File: src/rtl/fetch_stage.sv
// Instruction-fetch stage: owns the PC, drives the imem address and registers
// fetched words into IF/ID; a RUN/DRAIN/HALTED machine freezes fetch on halt.
module fetch_stage #(
  parameter int               PC_W      = 9,
  parameter int               INS_W     = 32,
  parameter int               RESET_PC  = 0,
  parameter int               DRAIN_CYC = 3,
  parameter logic [INS_W-1:0] NOP       = 32'h00000013
) (
  input  logic             clk,
  input  logic             reset,
  input  logic             stall,
  input  logic             redirect_valid,
  input  logic [PC_W-1:0]  redirect_pc,
  input  logic             halt_id,
  input  logic [INS_W-1:0] imem_rdata,
  output logic [PC_W-1:0]  imem_addr,
  output logic [PC_W-1:0]  if_id_pc,
  output logic [PC_W-1:0]  if_id_pc4,
  output logic [INS_W-1:0] if_id_instr,
  output logic             if_id_valid,
  output logic             halted
);

  typedef enum logic [1:0] {
    RUN    = 2'd0,
    DRAIN  = 2'd1,
    HALTED = 2'd2
  } state_t;

  localparam int              CNT_W    = (DRAIN_CYC > 1) ? $clog2(DRAIN_CYC + 1) : 1;
  localparam logic [CNT_W-1:0] CNT_LAST = CNT_W'(DRAIN_CYC - 1);
  localparam logic [PC_W-1:0]  PC_ALIGN = {{(PC_W-2){1'b1}}, 2'b00};
  localparam logic [PC_W-1:0]  PC_RST   = PC_W'(RESET_PC);

  state_t             state_r, state_s;
  logic [CNT_W-1:0]   drain_cnt_r, drain_cnt_s;
  logic [PC_W-1:0]    pc_r, pc_s;
  logic [PC_W-1:0]    pc_plus4_s;
  logic [PC_W-1:0]    if_id_pc_r, if_id_pc_s;
  logic [PC_W-1:0]    if_id_pc4_r, if_id_pc4_s;
  logic [INS_W-1:0]   if_id_instr_r, if_id_instr_s;
  logic               if_id_valid_r, if_id_valid_s;
  logic               halted_r, halted_s;

  assign pc_plus4_s = pc_r + PC_W'(4);

  // Next-state and next-register selection for the fetch/halt machine.
  always_comb begin
    state_s       = state_r;
    drain_cnt_s   = drain_cnt_r;
    pc_s          = pc_r;
    if_id_pc_s    = if_id_pc_r;
    if_id_pc4_s   = if_id_pc4_r;
    if_id_instr_s = if_id_instr_r;
    if_id_valid_s = if_id_valid_r;
    halted_s      = halted_r;
    case (state_r)
      RUN: begin
        if (redirect_valid) begin
          // A younger halt in ID is squashed by the redirect, so stay in RUN.
          pc_s          = redirect_pc & PC_ALIGN;
          if_id_pc_s    = {PC_W{1'b0}};
          if_id_pc4_s   = {PC_W{1'b0}};
          if_id_instr_s = NOP;
          if_id_valid_s = 1'b0;
        end else if (halt_id && if_id_valid_r) begin
          if_id_pc_s    = {PC_W{1'b0}};
          if_id_pc4_s   = {PC_W{1'b0}};
          if_id_instr_s = NOP;
          if_id_valid_s = 1'b0;
          drain_cnt_s   = {CNT_W{1'b0}};
          state_s       = DRAIN;
        end else if (stall) begin
          pc_s = pc_r;
        end else begin
          pc_s          = pc_plus4_s;
          if_id_pc_s    = pc_r;
          if_id_pc4_s   = pc_plus4_s;
          if_id_instr_s = imem_rdata;
          if_id_valid_s = 1'b1;
        end
      end
      DRAIN: begin
        drain_cnt_s = drain_cnt_r + CNT_W'(1);
        if (drain_cnt_r == CNT_LAST) begin
          state_s  = HALTED;
          halted_s = 1'b1;
        end else begin
          halted_s = 1'b0;
        end
      end
      HALTED: begin
        halted_s = 1'b1;
      end
      default: begin
        state_s  = RUN;
        halted_s = 1'b0;
      end
    endcase
  end

  // State and pipeline-register update with synchronous reset.
  always_ff @(posedge clk) begin
    if (reset) begin
      state_r       <= RUN;
      drain_cnt_r   <= {CNT_W{1'b0}};
      pc_r          <= PC_RST;
      if_id_pc_r    <= {PC_W{1'b0}};
      if_id_pc4_r   <= {PC_W{1'b0}};
      if_id_instr_r <= NOP;
      if_id_valid_r <= 1'b0;
      halted_r      <= 1'b0;
    end else begin
      state_r       <= state_s;
      drain_cnt_r   <= drain_cnt_s;
      pc_r          <= pc_s;
      if_id_pc_r    <= if_id_pc_s;
      if_id_pc4_r   <= if_id_pc4_s;
      if_id_instr_r <= if_id_instr_s;
      if_id_valid_r <= if_id_valid_s;
      halted_r      <= halted_s;
    end
  end

  assign imem_addr   = pc_r;
  assign if_id_pc    = if_id_pc_r;
  assign if_id_pc4   = if_id_pc4_r;
  assign if_id_instr = if_id_instr_r;
  assign if_id_valid = if_id_valid_r;
  assign halted      = halted_r;

endmodule

File: config.mk
export PLATFORM = sky130hd
export DESIGN_NAME = fetch_stage
export DESIGN_NICKNAME = d
export VERILOG_FILES = /design/src/rtl/fetch_stage.sv
export SDC_FILE = /design/constraint.sdc
export NUM_CORES = 1
export LEC_CHECK = 0
export ABC_CLOCK_PERIOD_IN_PS = 2100
export BUFFER_PORTS_ARGS = -buffer_cell sky130_fd_sc_hd__buf_2
export CAP_MARGIN = 20
export CELL_PAD_IN_SITES_DETAIL_PLACEMENT = 0
export CELL_PAD_IN_SITES_GLOBAL_PLACEMENT = 1
export CORE_MARGIN = 5
export CORE_UTILIZATION = 25
export DETAILED_ROUTE_END_ITERATION = 16
export PLACE_DENSITY_LB_ADDON = 0.08
export SYNTH_ARGS = -nofsm -noshare
export SYNTH_HDL_FRONTEND = slang
export SYNTH_SLANG_ARGS = --single-unit
File: constraint.sdc
create_clock -name clk -period 2.1 [get_ports clk]
set_clock_uncertainty 0.15 [all_clocks]
set_input_delay 0.105 -clock clk [delete_from_list [all_inputs] [get_ports clk]]
set_output_delay 0.105 -clock clk [all_outputs]
set_load 0.02 [all_outputs]
Yosys cells after proc, flatten, opt, wreduce, memory -nomap -nowiden

Index checks and enable logic that the tools add are counted.

$add $sub $neg: 2
Equal/unequal tests: 9
Muxes and demuxes: 23
Bitwise operators: 1
Reductions and logical operators: 7

Operator list:

| cell                                                                     | count |
|---|---|
| 32-bit two-way mux                                                       | 3 |
| 9-bit two-way mux                                                        | 8 |
| 2-bit two-way mux                                                        | 5 |
| 9-bit by 3-bit adder with 9-bit output (second input constant)           | 1 |
| 2-bit inequality test (second input constant)                            | 4 |
| 2-bit case mux with 3 select lines                                       | 1 |
| 3-bit AND reduction                                                      | 2 |
| 2-bit == test (second input constant)                                    | 2 |
| 1-bit two-way mux                                                        | 4 |
| 2-bit case mux with 2 select lines                                       | 1 |
| 4-bit AND reduction                                                      | 1 |
| 3-bit by 1-bit inequality test with 1-bit output (second input constant) | 1 |
| 1-bit case mux with 3 select lines                                       | 1 |
| 2-bit by 1-bit adder with 2-bit output (second input constant)           | 1 |
| 2-bit by 1-bit == test with 1-bit output (second input constant)         | 1 |
| 2-bit logical NOT                                                        | 1 |
| 2-bit by 1-bit inequality test with 1-bit output (second input constant) | 1 |
| 2-bit AND reduction                                                      | 1 |
| 2-bit nonzero test                                                       | 1 |
| 1-bit logical AND                                                        | 1 |
| 1-bit NOT                                                                | 1 |

Register bits after elaboration: 65
Input port bits: 46
Output and inout bits: 61
Word-level logic and storage cells: 50

Longest topological paths before layout

Gate-level depths: netlist of run 1.

Depth after elaboration: 4
Mapped depth: 8
Mapped depth without buffers: 6

Least setup slack after synthesis of run 1

No wires, ideal clock.

Kind: flip-flop to flip-flop
From: register state_r[0]
To: register if_id_pc_r[3] (netlist: if_id_pc[3])
Setup time: 128 ps
Arrival time: 1336 ps
Data required time: 1822 ps
Path slack: 486 ps
Stages on the path, launching flop included: 9
Path buffers: 3
Clock period less this slack: 1614 ps
Path through: dfxtp_1 > inv_1 > ha_1 > clkbuf_2 > a21bo_1 > buf_6 > buf_6 > a22oi_2 > nor2_1

Longest elaborated chain between the ends: 2

RTL lines:

| item                                 | RTL line | RTL |
|---|---|---|
| from (decl)                          | 36       | `state_t state_r, state_s;` |
| from (signal assigned)               | 115      | `state_r <= state_s;` |
| 2-bit logical NOT                    | 58       | `case (state_r)` |
| 2-bit AND reduction (no source line) | --       |  |
| to (signal assigned)                 | 109      | `if_id_pc_r <= {PC_W{1'b0}};` |
| to (signal assigned)                 | 118      | `if_id_pc_r <= if_id_pc_s;` |
| to (decl)                            | 40       | `logic [PC_W-1:0] if_id_pc_r, if_id_pc_s;` |

No other way between the ends.
A chain may end at the register's enable or synchronous reset.

Worst setup path after layout of run 1

From: register state_r[0]
To: register pc_r[2] (netlist: imem_addr[2])

Longest elaborated chain between the ends: 2

RTL lines:

| item                                 | RTL line | RTL |
|---|---|---|
| 2-bit logical NOT                    | 58       |  |
| 3-bit AND reduction (no source line) | --       |  |
| to (signal assigned)                 | 117      | `pc_r <= pc_s;` |
| to (decl)                            | 38       | `logic [PC_W-1:0] pc_r, pc_s;` |

No other way between the ends.

==> results of run 1 <==
-- flip-flops by register name, summed over array words and instances, names as in the netlist --
register / count
if_id_pc: 8
if_id_valid: 1
state_r: 2
drain_cnt_r: 2
halted: 1
if_id_pc4: 7
if_id_instr: 32
imem_addr: 7
-- cell type report --
type / count / area, um^2 / share of cell area [%]
Clock inverter: 5 / 31.3 / 0.830
Tap cell: 136 / 170 / 4.52
Multi-Input combinational cell: 170 / 1200 / 31.9
Sequential cell: 60 / 1200 / 31.9
Timing Repair Buffer: 153 / 1020 / 27.0
Inverter: 6 / 22.5 / 0.598
Clock buffer: 9 / 124 / 3.29
-- logic make-up (layout without fill, tap and decap cells) --
kind of cell	Yosys count	in the layout
XOR/XNOR	5	5
flip-flops	60	60
buffers and inverters	33	173
multiplexers	3	3
AND/OR/NAND/NOR	77	77
adder cells (fa/ha/maj)	5	5
AO/OA/AOI/OAI	78	78
other	1	2
-- what timing repair did --
item	4_1_cts	5_1_grt
buffers inserted	0	0
hold buffers	39	0
hold endpoints to repair	39	0
setup endpoints to repair	0	0
-- power by group --
| group | switching, mW | internal [mW] | leakage (nW) |
|---|---|---|---|
| registers | 0.0425 | 1.20 | 0.488 |
| logic | 0.378 | 0.261 | 1.06 |
| clock network | 0.470 | 0.410 | 0.0807 |
-- through the flow --
step	util (%)	instances	setup slack, ns
after floorplan	-	263	0.486
after global placement	31.3	486	0.287
after detailed placement	31.3	486	0.262
after CTS	36.7	539	0.197
after global routing	36.7	539	0.0773
final	36.7	539	0.231
-- worst max-delay path: stages (launching register included) --
cell,delay [ns]
dfxtp_1,0.32
inv_1,0.08
ha_1,0.28
and3_2,0.24
buf_4,0.41
nand2b_1,0.15
a31oi_1,0.16
-- worst paths after layout --
path | startpoint | to | depth (start not counted)
setup / recovery | state_r[0] | imem_addr[2] | 6
hold / removal | redirect_valid | imem_addr[7] | 3
setup reg to reg | state_r[0] | imem_addr[2] | 6
hold reg to reg | if_id_pc4[2] | if_id_pc4[2] | 2
-- metal layers --
layer  up-vias  track usage, %  share of wire [%]
met3        10            3.18                5.9
met5         -               0                  0
met1      1079            15.6                 48
li1       1202               -                  -
met2        67            19.2                 44
met4         0            4.57                1.6
-- placed cells by master, fill, tap and decap left out, types with 2 or more instances in the layout --
master	netlist	routed
mux2i_1	2	2
o31ai_1	4	4
o21ai_0	4	4
xnor2_1	2	2
dlygate4sd3_1	0	39
nand4b_1	2	2
buf_4	7	10
clkbuf_8	0	9
a22oi_2	30	30
a21oi_1	12	12
buf_2	2	102
nor2_1	47	47
a22oi_1	10	10
inv_1	6	6
ha_1	5	5
buf_12	0	2
a31oi_1	3	3
o311ai_1	2	2
nand2_1	8	8
o22ai_1	3	3
nand3b_1	4	4
conb_1	1	2
a211oi_1	4	4
clkinv_2	0	3
dfxtp_1	60	60
nand2b_1	5	5
nand3_1	6	6
xor2_1	3	3
nor3b_1	2	2
==> impl_metrics.yaml, run 1 <==
run_status:
  status: "finished, final reports clean"
global_route:
  grt_first_pass_wirelength_um: 12100
  grt_max_degree: 45
  vias_in_the_first_global_route: 2336
  gr-usage-all-layers_pct: 12.0
  grt_antenna_before_repair: 0
  grt.overflow.total: 0
synthesis:
  yosys.area.top_type_share_pct: 45.8
  synth_xor_xnor_area_share_pct: 1.67
  synth_cell_type_count: 37
  synth_enable_flop_cells: 0
  synth-async-reset-ratio_pct: 0
  yosys.area_share.simple_pct: 13.8
  ys_seq_elements: 60
  synth_warnings: 0
  synthCells: 262
  post-synth-top-count-cell: "dfxtp_1"
  main_combinational_cell_family_by_area_after_synthesis: "compound AO/OA/AOI/OAI gates"
  synthFlopType: "dfxtp_1"
  ys_top_cells_by_count: "dfxtp_1 (60), nor2_1 (47), a22oi_2 (30), a21oi_1 (12), a22oi_1 (10)"
  proportion_of_synthesized_chip_area_in_sequential_cells_pct: 45.8
  yosys.area_share.adder_pct: 2.39
  synth.top_cells.by_area: "dfxtp_1 (46%), a22oi_2 (14%), nor2_1 (6.7%), buf_6 (3.9%), a22oi_1 (2.9%)"
  post_synth.cell_area_avg_um2: 10.0
  synth_compound_gate_area_share_pct: 26.5
  syn-cell-area_um2: 2620
  synth.area.mux_share_pct: 1.19
  synth_top_area_cell: "dfxtp_1"
power_and_ir_drop:
  power_density_nw_per_um2: 732
  totalPowerFinal_mw: 2.76
  leakagePower_nw: 1.63
  peakVddDrop_v: 0.000205
placed_design:
  routabilityCongestion: 0.693
  detailed_place_hpwl_um: 4990
  io_buffer_count: 102
  instance_area_after_placement_um2: 3220
routing:
  detailedRoute.firstPassIterationCount: 5
  drt_iter0_drc: 94
  drt-total-wl_um: 7610
  antenna_violating_nets_post_route: 0
  route.detailed.wl_per_inst_um: 14.1
  post-route-drc-count: 0
  routed-via-count: 2358
  via_per_inst: 4.37
sta:
  hold_viol: 0
  setup-tns-final_ns: 0
  timing.final.crit_share_pct: 89.0
  whs_ns: 0.0459
  maxSlewHeadroom_pct: 60.7
  layout_min_cycle_time_ns: 1.87
  slew_violations: 0
  grt_setup_unrepaired: "false"
  fmaxAchievable_ghz: 0.535
  tightest_slew_ns: 0.585
  setup_violations: 0
clock_tree:
  clkSinkCount: 60
  clk_latency_ns: 0.33
  htree_num_levels: 3
  post_cts_resize_count: 0
  clockRootBuffer: "clkbuf_8"
  ctsLongestPathBuffers: 2
  cts_tree: "yes"
  cts-buffers-inserted: 9
  cts.reportedPaths.clkPinSlew_ns: 0.07
setup_path:
  cp_max_fo: 30
  critical_path.endpoint_type: "flop"
  worst_ep_required_time_ns: 2.21
  setup.worst_path.class: "flop to flop"
  cp-start-kind: "flop"
  r2r_setup_slack_ns: 0.23
  crit_arrival_ns: 1.98
layout:
  final_net_count: 451
  synthToLayoutAreaGrowth_pct: 43.8
  drive_above_1_share_pct: 40.4
  nFillCells: 1127
  diodes: 0
  fin_area_um2: 3770
floorplanning:
  floorplan.io_pins: 107
  fp.dieH_um: 112
  std_cell_rows: 37
  die_area_um2: 12600
  die_width_um: 112
  start_util_pct: 25.5
  core_area_um2: 10300
flow_run:
  maxCapViolations: 0
worst_hold_path:
  worst_hold_path_type: "input port to flop"
(Power assumes the default switching activity.)
==> inputs of run 2 (changes only) <==
--- a/config.mk
+++ b/config.mk
@@ -10,8 +10,9 @@
 export CAP_MARGIN = 20
 export CELL_PAD_IN_SITES_DETAIL_PLACEMENT = 0
 export CELL_PAD_IN_SITES_GLOBAL_PLACEMENT = 1
-export CORE_MARGIN = 5
+export CORE_MARGIN = 3
 export CORE_UTILIZATION = 25
+export CTS_BUF_LIST = sky130_fd_sc_hd__clkbuf_16
 export DETAILED_ROUTE_END_ITERATION = 16
 export PLACE_DENSITY_LB_ADDON = 0.08
 export SYNTH_ARGS = -nofsm -noshare
==> run 2 against run 1 <==
Compared with the run above: global-route usage grew 1.0 points; wire length down 1.3%; combinational power about the same; clock-buffer cell count unchanged; die area is 7.0% lower; via count rose by 0.81%; maximum frequency up 2.6%; worst setup slack improved by 0.048 ns; utilization up 2.1 points; critical path type unchanged; sequential power about the same; non-clock buffer count fell by 3; largest power group is now clock; final area is 2.8% higher.
==> impl_metrics.yaml, run 2 (synthesis results as in run 1) <==
setup_path:
  reg2reg_depth: 6
  critPathTopFamily: "flip-flops"
  endpoint: "state_r[0]"
  critical_path.endpoint_type: "flop"
  critical_path_buf_inv_count: 2
  critical_path_depth: 6
  crit_arrival_ns: 1.87
  setup.worst_path.class: "flop to flop"
  cp_max_fo: 10
  worst_setup_path_startpoint: "state_r[0]"
  r2r_setup_slack_ns: 0.28
  critical-path-slowest-cell: "dfxtp_1"
  worstReg2RegStart: "state_r[0]"
  crit_path_max_incr_delay_ns: 0.35
  worst_ep_required_time_ns: 2.15
  timing.critical_path.cells: "inv_1, ha_1, buf_4, a221oi_1, mux2i_1, nor2_1"
  cp-start-kind: "flop"
  timing.rr.end: "state_r[0]"
placed_design:
  io_buffer_count: 102
  routabilityCongestion: 0.694
  detailed_place_hpwl_um: 4960
  preCtsSetupSlack_ns: 0.257
  instance_area_after_placement_um2: 3210
sta:
  tightest_slew_ns: 0.655
  setup_violations: 0
  fmaxAchievable_ghz: 0.549
  hold_viol: 0
  setup-tns-final_ns: 0
  slew_violations: 0
  worst_slack_ns: 0.279
  layout_min_cycle_time_ns: 1.82
  grt_setup_unrepaired: "false"
  maxSlewHeadroom_pct: 55.9
  timing.final.crit_share_pct: 86.7
worst_hold_path:
  worst_hold_path_type: "input port to flop"
global_route:
  grt_max_degree: 28
  vias_in_the_first_global_route: 2316
  gr-usage-all-layers_pct: 13.1
  grt_antenna_before_repair: 0
  grt.overflow.total: 0
  grt_first_pass_wirelength_um: 11900
clock_tree:
  ctsLongestPathBuffers: 2
  cts-buffers-inserted: 9
  clk_latency_ns: 0.32
  cts_tree: "yes"
  post_cts_setup_buffer_count: 0
  htree_num_levels: 3
  clkSinkCount: 60
  clockRootBuffer: "clkbuf_16"
  cts.reportedPaths.clkPinSlew_ns: 0.05
routing:
  via_per_inst: 4.44
  drt_iter0_drc: 134
  antenna_violating_nets_post_route: 0
  detailedRoute.firstPassIterationCount: 4
  drt-total-wl_um: 7510
  post-route-drc-count: 0
  route.detailed.wl_per_inst_um: 14.0
  routed-via-count: 2377
power_and_ir_drop:
  peakVddDrop_v: 0.000347
  power_density_nw_per_um2: 859
  leakagePower_nw: 1.68
floorplanning:
  core_area_um2: 10000
  std_cell_rows: 36
  start_util_pct: 26.2
  die_width_um: 108
  fp.dieH_um: 108
  floorplan.io_pins: 107
  die_area_um2: 11700
layout:
  fin_area_um2: 3870
  final_cell_mix: "buf_2 (102), dfxtp_1 (60), nor2_1 (47)"
  synthToLayoutAreaGrowth_pct: 47.9
  drive_above_1_share_pct: 40.5
  mostFrequentLayoutCell: "buf_2"
  largest_reg_flops: 32
  diodes: 0
  final_net_count: 448
run_status:
  status: "finished, final reports clean"
flow_run:
  maxCapViolations: 0
## run 2: final cells by class
cell class | count | area, um^2
timing repair buffer | 150 | 988
fill | 1055 | 6130
clock buffer | 9 | 225
sequential | 60 | 1200
multi-input combinational | 170 | 1200
inverter | 6 | 22.5
clock inverter | 7 | 67.6
tap | 133 | 166
## run 2: stage by stage
step | hold slack (ns) | std cells | power [mW] | utilization, %
floorplan | 0.0833 | 263 | 1.68 | -
global placement | 0.172 | 482 | 1.86 | 32.1
detailed placement | 0.177 | 482 | 1.86 | 32.1
CTS | 0.00180 | 535 | 3.39 | 38.7
global route | 0.0262 | 535 | 3.49 | 38.7
finish | 0.00704 | 535 | 3.33 | 38.7
## run 2: layer usage
metal  routed length [um]  global-route usage [%]
met1                 3600                    16.9
met2                 3340                    20.2
met3                  457                    3.70
met4                  119                    5.95
met5                    0                       0
## run 2: worst min-delay path by stage
stage	from	endpoint	slack [ns]	cells past startpoint
2_1_floorplan	imem_rdata[0]	if_id_instr[0]	0.08	2
3_3_place_gp	imem_rdata[1]	if_id_instr[1]	0.17	3
3_5_place_dp	imem_rdata[4]	if_id_instr[4]	0.18	3
4_1_cts	redirect_pc[4]	imem_addr[4]	0.002	5
5_1_grt	redirect_pc[4]	imem_addr[4]	0.03	5
6_report	redirect_pc[4]	imem_addr[4]	0.007	5
## run 2: where the power goes
part | total (mW) | internal [mW] | switching [mW] | leakage, nW
logic | 0.642 | 0.260 | 0.383 | 1.05
clock network | 1.45 | 0.910 | 0.538 | 0.139
registers | 1.24 | 1.20 | 0.0419 | 0.488
## run 2: what timing repair did
item,4_1_cts,5_1_grt
endpoints found under the hold margin,37,0
resized for setup,0,0
endpoints found under the setup margin,0,0
hold buffers,37,0
## run 2: worst register-to-register path, delay by kind of cell, from the launching register on
family | cells | cell delay (ns)
DFF | 1 | 0.35
buffers and inverters | 2 | 0.28
AOI/OAI and AO/OA | 1 | 0.35
and+or+nand+nor | 1 | 0.05
adders and majority gates | 1 | 0.29
muxes | 1 | 0.23
==> inputs of run 3 (changes only) <==
--- a/config.mk
+++ b/config.mk
@@ -14,7 +14,7 @@
 export CORE_UTILIZATION = 25
 export CTS_BUF_LIST = sky130_fd_sc_hd__clkbuf_16
 export DETAILED_ROUTE_END_ITERATION = 16
-export PLACE_DENSITY_LB_ADDON = 0.08
+export PLACE_DENSITY_LB_ADDON = 0.1
 export SYNTH_ARGS = -nofsm -noshare
 export SYNTH_HDL_FRONTEND = slang
 export SYNTH_SLANG_ARGS = --single-unit
==> run 3 against run 2 <==
Compared with the run above: maximum frequency rose by 2.9%; clock-buffer cell count did not move; combinational power barely moved; flip-flop and latch count did not move; critical path depth did not move; sequential power barely moved; critical endpoint is now if_id_instr[4].
==> impl_metrics.yaml, run 3 (synthesis results as in run 1) <==
run_status:
  status: "finished, final reports clean"
layout:
  multiInputGateArea_um2: 1200
  drive_above_1_share_pct: 40.9
  seqCellArea_um2: 1200
  synthToLayoutAreaGrowth_pct: 49.9
  nFillCells: 1043
  final_cell_mix: "buf_2 (102), dfxtp_1 (60), nor2_1 (47)"
  fin_area_um2: 3930
  final_net_count: 449
  mostFrequentLayoutCell: "buf_2"
  largest_reg_flops: 32
  diodes: 0
global_route:
  grt_first_pass_wirelength_um: 11900
  grt.overflow.total: 0
  grt_max_degree: 34
  vias_in_the_first_global_route: 2296
  grt_antenna_before_repair: 0
  gr-usage-all-layers_pct: 13.1
clock_tree:
  cts-buffers-inserted: 9
  cts_tree: "yes"
  cts.reportedPaths.clkPinSlew_ns: 0.06
  clkSinkCount: 60
  clockRootBuffer: "clkbuf_16"
  ctsLongestPathBuffers: 2
  post_cts_setup_buffer_count: 0
  clk_latency_ns: 0.33
  htree_num_levels: 3
sta:
  slew_violations: 0
  tightest_slew_ns: 0.524
  layout_min_cycle_time_ns: 1.77
  hold_viol: 0
  fmaxAchievable_ghz: 0.565
  setup_violations: 0
  timing.final.crit_share_pct: 84.3
  grt_setup_unrepaired: "false"
  maxSlewHeadroom_pct: 64.8
  setup-tns-final_ns: 0
routing:
  drt-total-wl_um: 7340
  antenna_violating_nets_post_route: 0
  detailedRoute.firstPassIterationCount: 4
  route.detailed.wl_per_inst_um: 13.7
  via_per_inst: 4.45
  post-route-drc-count: 0
  drt_iter0_drc: 100
  routed-via-count: 2387
floorplanning:
  floorplan.io_pins: 107
  die_width_um: 108
  start_util_pct: 26.2
  std_cell_rows: 36
  core_area_um2: 10000
  fp.dieH_um: 108
  die_area_um2: 11700
power_and_ir_drop:
  leakagePower_nw: 1.70
  totalPowerFinal_mw: 3.49
  power_density_nw_per_um2: 889
  peakVddDrop_v: 0.000302
placed_design:
  instance_area_after_placement_um2: 3230
  detailed_place_hpwl_um: 4920
  routabilityCongestion: 0.658
  io_buffer_count: 102
setup_path:
  setup.worst_path.class: "flop to flop"
  worst_ep_required_time_ns: 2.22
  crit_arrival_ns: 1.89
  cp_max_fo: 13
  critical_path.endpoint_type: "flop"
  cp-start-kind: "flop"
worst_hold_path:
  worst_hold_path_type: "input port to flop"
flow_run:
  maxCapViolations: 0
## run 3: changes by cell type in the layout (fill, tap and decap cells not counted), sizes merged
cell      before  now
bufinv         1    2
clkinvlp       2    0
buf          113  114
inv            6    7
## run 3: power by group
group,switching [mW],internal [mW]
logic,0.377,0.266
registers,0.0420,1.20
clock network,0.562,1.05
total,0.982,2.51
## run 3: path summary, 6_finish.rpt
check | startpoint | to | slack [ns] | depth (start not counted)
max | state_r[0] | if_id_instr[4] | 0.33 | 6
min | redirect_pc[5] | imem_addr[5] | 0.01 | 5
max reg2reg | state_r[0] | if_id_instr[4] | 0.33 | 6
min reg2reg | if_id_pc4[2] | if_id_pc4[2] | 0.30 | 2
## run 3: worst max-delay path, stage by stage, from the launching register on
cell and delay, ns:
dfxtp_1 0.32, inv_1 0.09, ha_1 0.24, buf_4 0.22, a21boi_0 0.47, o22ai_1 0.14, nand2b_1 0.08
## run 3: per-layer routing
metal	global-route usage, %	vias to the layer above	wire length, um
met5	0	-	0
met3	3.64	13	443
li1	-	1199	-
met1	17.1	1103	3450
met4	6.58	0	154
met2	19.7	72	3290
## run 3: what timing repair did
item                                    4_1_cts  5_1_grt
gates resized for setup                       0        0
endpoints found under the hold margin        37        0
endpoints found under the setup margin        0        0
hold buffers                                 37        0
## run 3: layout make-up
| class | count | share of cell area [%] |
|---|---|---|
| flip-flops and latches | 60 | 30.6 |
| clock buffers | 9 | 5.74 |
| multi-input cells | 170 | 30.6 |
| clock inverters | 7 | 2.55 |
| inverters | 6 | 0.574 |
| repair buffers | 151 | 25.7 |
| well taps | 133 | 4.24 |
## run 3: through the flow
| stage | hold slack, ns | util (%) | setup WS [ns] | std cells |
|---|---|---|---|---|
| global placement | 0.172 | 32.3 | 0.346 | 483 |
| finish | 0.0110 | 39.3 | 0.330 | 536 |
| detailed placement | 0.180 | 32.3 | 0.340 | 483 |
| floorplan | 0.0833 | - | 0.486 | 263 |
| CTS | 0.00231 | 39.3 | 0.316 | 536 |
| global route | 0.0399 | 39.3 | 0.109 | 536 |
